$ cat config.mk
export PLATFORM = sky130hd
export DESIGN_NAME = mult_div_unit
export DESIGN_NICKNAME = d
export VERILOG_FILES = /design/src/rtl/mult_div_unit.sv
export SDC_FILE = /design/constraint.sdc
export NUM_CORES = 1
export LEC_CHECK = 0
export CAP_MARGIN = 0
export CORE_ASPECT_RATIO = 0.9
export CORE_MARGIN = 3
export CORE_UTILIZATION = 60
export CTS_BUF_LIST = sky130_fd_sc_hd__clkbuf_2
export CTS_CLUSTER_SIZE = 20
export DETAILED_ROUTE_END_ITERATION = 6
export PLACE_DENSITY = 0.86
export SKIP_LAST_GASP = 1
export SLEW_MARGIN = 20
export SYNTH_ARGS = -nofsm -noshare
export SYNTH_HDL_FRONTEND = slang
export SYNTH_SLANG_ARGS = --single-unit
$ cat constraint.sdc
create_clock -name clk -period 6.5 [get_ports clk]
set_input_delay 1.3 -clock clk [delete_from_list [all_inputs] [get_ports clk]]
set_output_delay 1.3 -clock clk [all_outputs]
set_load 0.03 [all_outputs]
$ cat src/rtl/mult_div_unit.sv
// Iterative radix-2 multiply/divide unit that owns the architectural HI/LO registers.
// Shift-add multiply and restoring divide run on operand magnitudes; signs are restored in FIX.
module mult_div_unit #(
  parameter int WIDTH    = 32,
  parameter int CNT_BITS = 6
) (
  input  logic             clk,
  input  logic             reset,
  input  logic             Start,
  input  logic [1:0]       Op,
  input  logic [WIDTH-1:0] A,
  input  logic [WIDTH-1:0] B,
  input  logic             WriteHI,
  input  logic             WriteLO,
  input  logic [WIDTH-1:0] WriteData,
  output logic             Busy,
  output logic             Done,
  output logic             DivByZero,
  output logic [WIDTH-1:0] HI,
  output logic [WIDTH-1:0] LO
);

  typedef enum logic [1:0] {IDLE, RUN, FIX} stateType;

  stateType            state, nextState;
  logic [CNT_BITS-1:0] count;
  logic [1:0]          opReg;
  logic                signA, signB, zeroB;
  logic [WIDTH-1:0]    operB, workHi, workLo;

  logic [WIDTH-1:0]    absA, absB;
  logic [WIDTH:0]      mulSum, divShift;
  logic                divFits, lastIter;
  logic [2*WIDTH-1:0]  product;
  logic [WIDTH-1:0]    resHi, resLo;

  assign absA     = (Op[0] && A[WIDTH-1]) ? -A : A;
  assign absB     = (Op[0] && B[WIDTH-1]) ? -B : B;
  assign mulSum   = {1'b0, workHi} + (workLo[0] ? {1'b0, operB} : '0);
  assign divShift = {workHi, workLo[WIDTH-1]};
  assign divFits  = (divShift >= {1'b0, operB});
  assign lastIter = (count == CNT_BITS'(WIDTH - 1));
  assign Busy     = (state != IDLE);

  // NOTE: state registers use non-blocking assignments so every flop samples pre-edge values.
  always_ff @(posedge clk or negedge reset) begin
    if (!reset) state <= IDLE;
    else        state <= nextState;
  end

  always_comb begin
    // NOTE: default first so no path leaves nextState unassigned (no latch).
    nextState = state;
    case (state)
      IDLE:    if (Start) nextState = RUN;
      RUN:     if (lastIter) nextState = FIX;
      FIX:     nextState = IDLE;
      default: nextState = IDLE;
    endcase
  end

  // Sign correction: product negated as a whole; quotient by sign mismatch, remainder by dividend.
  always_comb begin
    product = {workHi, workLo};
    resHi   = workHi;
    resLo   = workLo;
    if (opReg[1]) begin
      if (zeroB)                              resLo = '1;
      else if (opReg[0] && (signA ^ signB))   resLo = -workLo;
      if (opReg[0] && signA)                  resHi = -workHi;
    end else begin
      if (opReg[0] && (signA ^ signB)) product = -{workHi, workLo};
      resHi = product[2*WIDTH-1:WIDTH];
      resLo = product[WIDTH-1:0];
    end
  end

  always_ff @(posedge clk or negedge reset) begin
    if (!reset) begin
      count  <= '0;
      opReg  <= '0;
      signA  <= 1'b0;
      signB  <= 1'b0;
      zeroB  <= 1'b0;
      operB  <= '0;
      workHi <= '0;
      workLo <= '0;
    end else begin
      case (state)
        IDLE: if (Start) begin
          opReg  <= Op;
          signA  <= Op[0] & A[WIDTH-1];
          signB  <= Op[0] & B[WIDTH-1];
          zeroB  <= (B == '0);
          count  <= '0;
          workHi <= '0;
          // Divide shifts the dividend out of workLo; multiply shifts the multiplier out.
          workLo <= Op[1] ? absA : absB;
          operB  <= Op[1] ? absB : absA;
        end
        RUN: begin
          count <= count + 1'b1;
          if (opReg[1]) begin
            workHi <= divFits ? (divShift[WIDTH-1:0] - operB) : divShift[WIDTH-1:0];
            workLo <= {workLo[WIDTH-2:0], divFits};
          end else begin
            {workHi, workLo} <= {mulSum, workLo[WIDTH-1:1]};
          end
        end
        default: ;
      endcase
    end
  end

  always_ff @(posedge clk or negedge reset) begin
    if (!reset) begin
      HI        <= '0;
      LO        <= '0;
      Done      <= 1'b0;
      DivByZero <= 1'b0;
    end else begin
      Done <= (state == FIX);
      if (state == FIX) begin
        HI        <= resHi;
        LO        <= resLo;
        DivByZero <= opReg[1] & zeroB;
      end else if (state == IDLE) begin
        if (WriteHI) HI <= WriteData;
        if (WriteLO) LO <= WriteData;
      end
    end
  end

endmodule

==> impl_metrics.env, run 1 <==
export IMPL_slew_headroom_pct=24.51
export IMPL_finClkSkew_ns=0.09383
export IMPL_dp_cells=2361
export IMPL_pre_cts_slack_ns=1.951
export IMPL_rsz0062_at_grt="no"
export IMPL_path_cells="inv_1 -> buf_4 -> nor2_1 -> ha_1 -> o21ai_0 -> o21ai_0 -> a21oi_1 -> a21boi_0 -> a31oi_1 -> a21oi_1 -> xnor2_1 -> a21o_1 -> a221oi_1"
export IMPL_fin_setup_tns_ns=0
export IMPL_clock_latency_ns=0.90
export IMPL_leakagePower_nw=7.259
export IMPL_grt_max_degree=104
export IMPL_grt_overflow=0
export IMPL_hold_viol=0
export IMPL_synth_seq_area_share_pct=28.67
export IMPL_grt_usage_pct=38.84
export IMPL_crit_type="flip-flop to flip-flop"
export IMPL_synthCells=1970
export IMPL_die_y_um=157.4
export IMPL_power_per_cell_area_nw_per_um2=504.5
export IMPL_cts_made_buffers=17
export IMPL_worst_slack_ns=2.130
export IMPL_period_needed_ns=4.370
export IMPL_ant_nets=0
export IMPL_gp_congestion=1.008
export IMPL_syn_cell_area_um2=15270
export IMPL_grt_pass1_wl_um=84080
export IMPL_path_delay_family="compound AO/OA/AOI/OAI gates"
export IMPL_hp_class="input pin to asynchronous set/reset pin"
export IMPL_routed_wl_um=54630
export IMPL_yosys_warnings=0
export IMPL_synth_nets=2144
export IMPL_grt_pass1_vias=15040
export IMPL_cts_root_buf="clkbuf_2"
export IMPL_worstMarginPinSlew_ns=1.128
export IMPL_drv_slew=0
export IMPL_netlist_area_leader_share_pct=28.67
export IMPL_synth_most_common_cell="nand2_1"
export IMPL_postSynthAreaPerCell_um2=7.753
export IMPL_cts_htree_levels=4
export IMPL_drc=0
export IMPL_final_cell_count_no_fill=2396
export IMPL_synth_edf_count=0
export IMPL_finalSetupViolCount=0
export IMPL_synthTopCellsByArea="dfrtp_1 29%, o21ai_0 5.9%, xnor2_1 5.8%"
export IMPL_drt_first_pass_iters=6
export IMPL_cp_buffers_inverters=2
export IMPL_drive_gt1_share_pct=4.130
export IMPL_maxCapViolCount=0
export IMPL_critPathMaxStageDelay_ns=0.68
export IMPL_antenna_found_initial=2
export IMPL_cts_setup_buffers=0
export IMPL_cp_required_ns=7.31
export IMPL_die_area_um2=27410
export IMPL_ys_async_sr_fraction_pct=100.0
export IMPL_cts_sinks=175
export IMPL_synth_area_leader_cell="dfrtp_1"
export IMPL_drt_vias_per_instance=6.760
export IMPL_design_core_area_um2=24660
export IMPL_cts_tree="yes"
export IMPL_synth_common_cells="192 x nand2_1, 179 x o21ai_0, 175 x a21oi_1, 175 x dfrtp_1, 168 x nor2_1"
export IMPL_outcome="finished clean"
export IMPL_ys_dominant_reg_cell="dfrtp_1"
export IMPL_rows=54
export IMPL_critPathCaptureType="flip-flop"
export IMPL_ys_ff_latch=175
export IMPL_clk_pin_slew_ns=0.38
export IMPL_layout_nets=2219
export IMPL_area_delta_synth_final_pct=13.72
export IMPL_crit_path_top_delay_cell="a21boi_0"
export IMPL_clock_tree_buffer_depth=2
export IMPL_ys_types=78
export IMPL_die_x_um=174.2
export IMPL_cts_hold_buf=0
export IMPL_drtIter0Drc=2053
export IMPL_pin_count=170
export IMPL_worstSetupStartpointType="flip-flop"
export IMPL_numPortBuffers=169
export IMPL_period_share_pct=67.22
export IMPL_crit_fanout=29
export IMPL_via_count=16200
export IMPL_dp_hpwl_um=41570
export IMPL_vdd_ir_drop_max_uv=447.0
export IMPL_cts_resized=0
export IMPL_fmax_mhz=228.9
export IMPL_initial_utilization_pct=61.93
export IMPL_avgRoutedWirePerCell_um=22.80
export IMPL_arrival_ns=5.18
==> cell type report <==
type / count / area, um2
sequential: 175 / 4380
tap: 336 / 420.4
clock buffer: 17 / 85.08
inverter: 74 / 277.8
clock inverter: 15 / 225.2
timing repair buffer: 188 / 1851
fill: 2046 / 7292
antenna: 2 / 5.005
multi-input combinational: 1589 / 10120
==> worst register-to-register path: cells and delay by family, from the launching register on <==
kind | cells | cell delay, ns
buffers and inverters | 2 | 0.65
and+or+nand+nor | 1 | 0.10
AOI/OAI and AO/OA | 8 | 2.50
xor gates and xnor gates | 1 | 0.12
adders and majority gates | 1 | 0.35
DFF | 1 | 0.59
==> final timing paths <==
kind	start	endpoint	slack, ns	cells past startpoint
setup reg to reg	workLo[0]	workHi[28]	2.13	13
hold reg to reg	LO[21]	LO[21]	0.52	2
hold / removal	reset	HI[27]	0.43	1
max in group asynchronous	reset	opReg[1]	4.82	2
setup / recovery	workLo[0]	workHi[28]	2.13	13
min in group clk	LO[21]	LO[21]	0.52	2
==> registers in the layout (all words and copies together), names as in the netlist, 2 cells and up <==
signal and cells:
opReg 2, LO 32, count 6, workLo 32
operB 32, HI 32, workHi 32, state 2
==> cell families (layout without fill, tap and decap cells) <==
family	Yosys count	in the layout	share of synthesized area, %
AOI/OAI and AO/OA	682	682	27.80
buffers and inverters	206	294	5.194
and+or+nand+nor	608	608	18.83
DFF	175	175	28.67
adders and majority gates	71	71	5.915
other	0	2	0
xor gates and xnor gates	170	170	9.749
muxes	58	58	3.850
==> cells in the final DEF, fill, tap and decap left out, types with 29 or more instances in the layout <==
cell type / count
xnor2_1: 102
a31oi_1: 36
xor2_1: 68
a21o_1: 34
o21ai_0: 179
inv_1: 74
a21oi_1: 175
nand3_1: 50
o22ai_1: 36
o211ai_1: 35
clkdlybuf4s50_1: 167
ha_1: 69
nand2_1: 191
dfrtp_1: 174
a211oi_1: 43
mux2i_1: 52
nor2_1: 167
and3_1: 29
nor3_1: 39
==> per-stage QoR <==
step	cell area [um2]	hold WS, ns	util [%]	total power, mW
2_1_floorplan	15270	0.4436	-	6.103
3_3_place_gp	17030	0.4603	69.04	7.691
3_5_place_dp	17030	0.4698	69.04	7.816
4_1_cts	17340	0.4481	70.30	8.531
5_1_grt	17370	0.4155	70.43	9.297
6_report	17370	0.4347	70.43	8.763
==> power breakdown <==
group / internal (mW) / switching, mW / total [mW] / leakage, nW
registers: 1.50 / 0.784 / 2.28 / 2.10
logic: 2.34 / 3.42 / 5.76 / 4.98
clock network: 0.164 / 0.552 / 0.716 / 0.174
total: 4.00 / 4.76 / 8.76 / 7.26
==> metal layers <==
| metal | vias to the layer above | track usage, % | routed length (um) |
|---|---|---|---|
| met4 | 0 | 17.53 | 2609 |
| li1 | 7369 | - | - |
| met3 | 152 | 9.238 | 6497 |
| met2 | 1101 | 58.27 | 23310 |
| met1 | 7575 | 53.62 | 22220 |
| met5 | - | 0 | 0 |
(Power assumes the default switching activity.)
==> run 2, diff against run 1 <==
==> constraint.sdc (replaced) <==
create_clock -name clk -period 4.33 [get_ports clk]
set_input_delay 0.866 -clock clk [delete_from_list [all_inputs] [get_ports clk]]
set_output_delay 0.866 -clock clk [all_outputs]
set_load 0.03 [all_outputs]
==> impl_metrics.env, run 2 (synthesis results as in run 1) <==
export IMPL_outcome="finished, violations left"
export IMPL_violations="design-rule violations"
export IMPL_grt_usage_pct=40.03
export IMPL_arrival_ns=4.54
export IMPL_cts_sinks=175
export IMPL_fmax_mhz=265.9
export IMPL_cts_resized=0
export IMPL_period_needed_ns=3.761
export IMPL_maxCapViolCount=0
export IMPL_final_common_cell="nand2_1"
export IMPL_drtIter0Drc=2296
export IMPL_wl_met3_um=7031
export IMPL_finalSetupViolCount=0
export IMPL_die_x_um=174.2
export IMPL_drive_gt1_share_pct=6.134
export IMPL_rsz0062_at_grt="no"
export IMPL_cts_root_buf="clkbuf_2"
export IMPL_dp_hpwl_um=43080
export IMPL_drc=2
export IMPL_drt_first_pass_iters=7
export IMPL_routed_wl_um=55770
export IMPL_period_share_pct=86.86
export IMPL_slew_headroom_pct=30.13
export IMPL_design_core_area_um2=24660
export IMPL_clock_latency_ns=0.91
export IMPL_crit_fanout=5
export IMPL_grt_pass1_wl_um=86480
export IMPL_cts_setup_buffers=0
export IMPL_cp_required_ns=5.11
export IMPL_finClkSkew_ns=0.1389
export IMPL_pre_cts_slack_ns=0.4511
export IMPL_ant_nets=0
export IMPL_fin_setup_tns_ns=0
export IMPL_pin_count=170
export IMPL_leakagePower_nw=7.467
export IMPL_highest_layer="met4"
export IMPL_gp_congestion=0.9972
export IMPL_cts_hold_buf=1
export IMPL_hp_class="input pin to asynchronous set/reset pin"
export IMPL_wl_met1_um=22130
export IMPL_vdd_ir_drop_max_uv=628.3
export IMPL_drv_slew=0
export IMPL_cts_made_buffers=17
export IMPL_hold_viol=0
export IMPL_hold_worst_slack_ns=0.4898
export IMPL_numPortBuffers=169
export IMPL_grt_pass1_vias=15510
export IMPL_initial_utilization_pct=61.93
export IMPL_antenna_found_initial=1
export IMPL_avgRoutedWirePerCell_um=22.85
export IMPL_power_per_cell_area_nw_per_um2=759.8
export IMPL_cts_tree="yes"
export IMPL_worst_slack_ns=0.5690
export IMPL_rows=54
export IMPL_grt_max_degree=91
export IMPL_layout_nets=2264
export IMPL_wl_met2_um=23870
export IMPL_grt_overflow=0
export IMPL_cts_htree_levels=4
export IMPL_layout_common_cells="191 x nand2_1, 179 x o21ai_0, 175 x a21oi_1"
export IMPL_crit_type="flip-flop to flip-flop"
export IMPL_fillerInstances=2013
export IMPL_die_area_um2=27410
export IMPL_area_delta_synth_final_pct=15.92
export IMPL_critPathCaptureType="flip-flop"
export IMPL_clk_pin_slew_ns=0.46
export IMPL_die_y_um=157.4
export IMPL_worstSetupStartpointType="flip-flop"
export IMPL_worstMarginPinSlew_ns=1.045
export IMPL_drt_vias_per_instance=6.726
export IMPL_via_count=16420
export IMPL_clock_tree_buffer_depth=2
run 2: stage by stage:
step           std cells  util, %  instance area [um2]  power (mW)
3_3_place_gp        2405    70.48                17380       11.87
3_5_place_dp        2405    70.48                17380       12.11
5_1_grt             2440    71.78                17700       14.28
4_1_cts             2438    71.69                17680       13.12
2_1_floorplan       1970        -                15270       9.161
6_report            2441    71.79                17700       13.45
run 2: final timing paths:
kind	start	endpoint	slack, ns	cells after the start
min	reset	HI[27]	0.49	2
min in group clk	operB[20]	operB[20]	0.52	2
max	workLo[0]	workHi[27]	0.57	15
max reg2reg	workLo[0]	workHi[27]	0.57	15
max in group asynchronous	reset	operB[28]	2.78	3
min reg2reg	operB[20]	operB[20]	0.52	2
run 2: worst max-delay path, cell delays in order (launching register included):
cell and delay (ns):
dfrtp_1 0.52, buf_4 0.18, and2_1 0.12, ha_1 0.19, inv_1 0.08, fa_1 0.39
nand2b_1 0.21, a21oi_1 0.29, o41ai_1 0.11, buf_4 0.17, o21bai_1 0.24, a21oi_1 0.17
o211ai_1 0.43, mux2i_1 0.23, o41a_1 0.16, a32o_1 0.17
run 2: final cells by class:
cell class / instances / area (um2) / area share [%]
sequential: 175 / 4380 / 24.74
inverter: 74 / 277.8 / 1.569
antenna: 2 / 5.005 / 0.02827
tap: 336 / 420.4 / 2.375
clock inverter: 15 / 202.7 / 1.145
multi-input combinational: 1589 / 10120 / 57.19
timing repair buffer: 233 / 2208 / 12.47
clock buffer: 17 / 85.08 / 0.4806
run 2: power breakdown:
group	switching, mW	internal (mW)	leakage, nW	total (mW)
sequential	0.844	2.26	2.10	3.10
combinational	5.57	3.76	5.20	9.34
clock	0.798	0.219	0.159	1.02
run 2: layer usage:
layer	vias up	global-route usage, %
met5	-	0
met4	0	17.57
met3	189	10.30
met2	1144	61.44
met1	7648	53.79
li1	7436	-
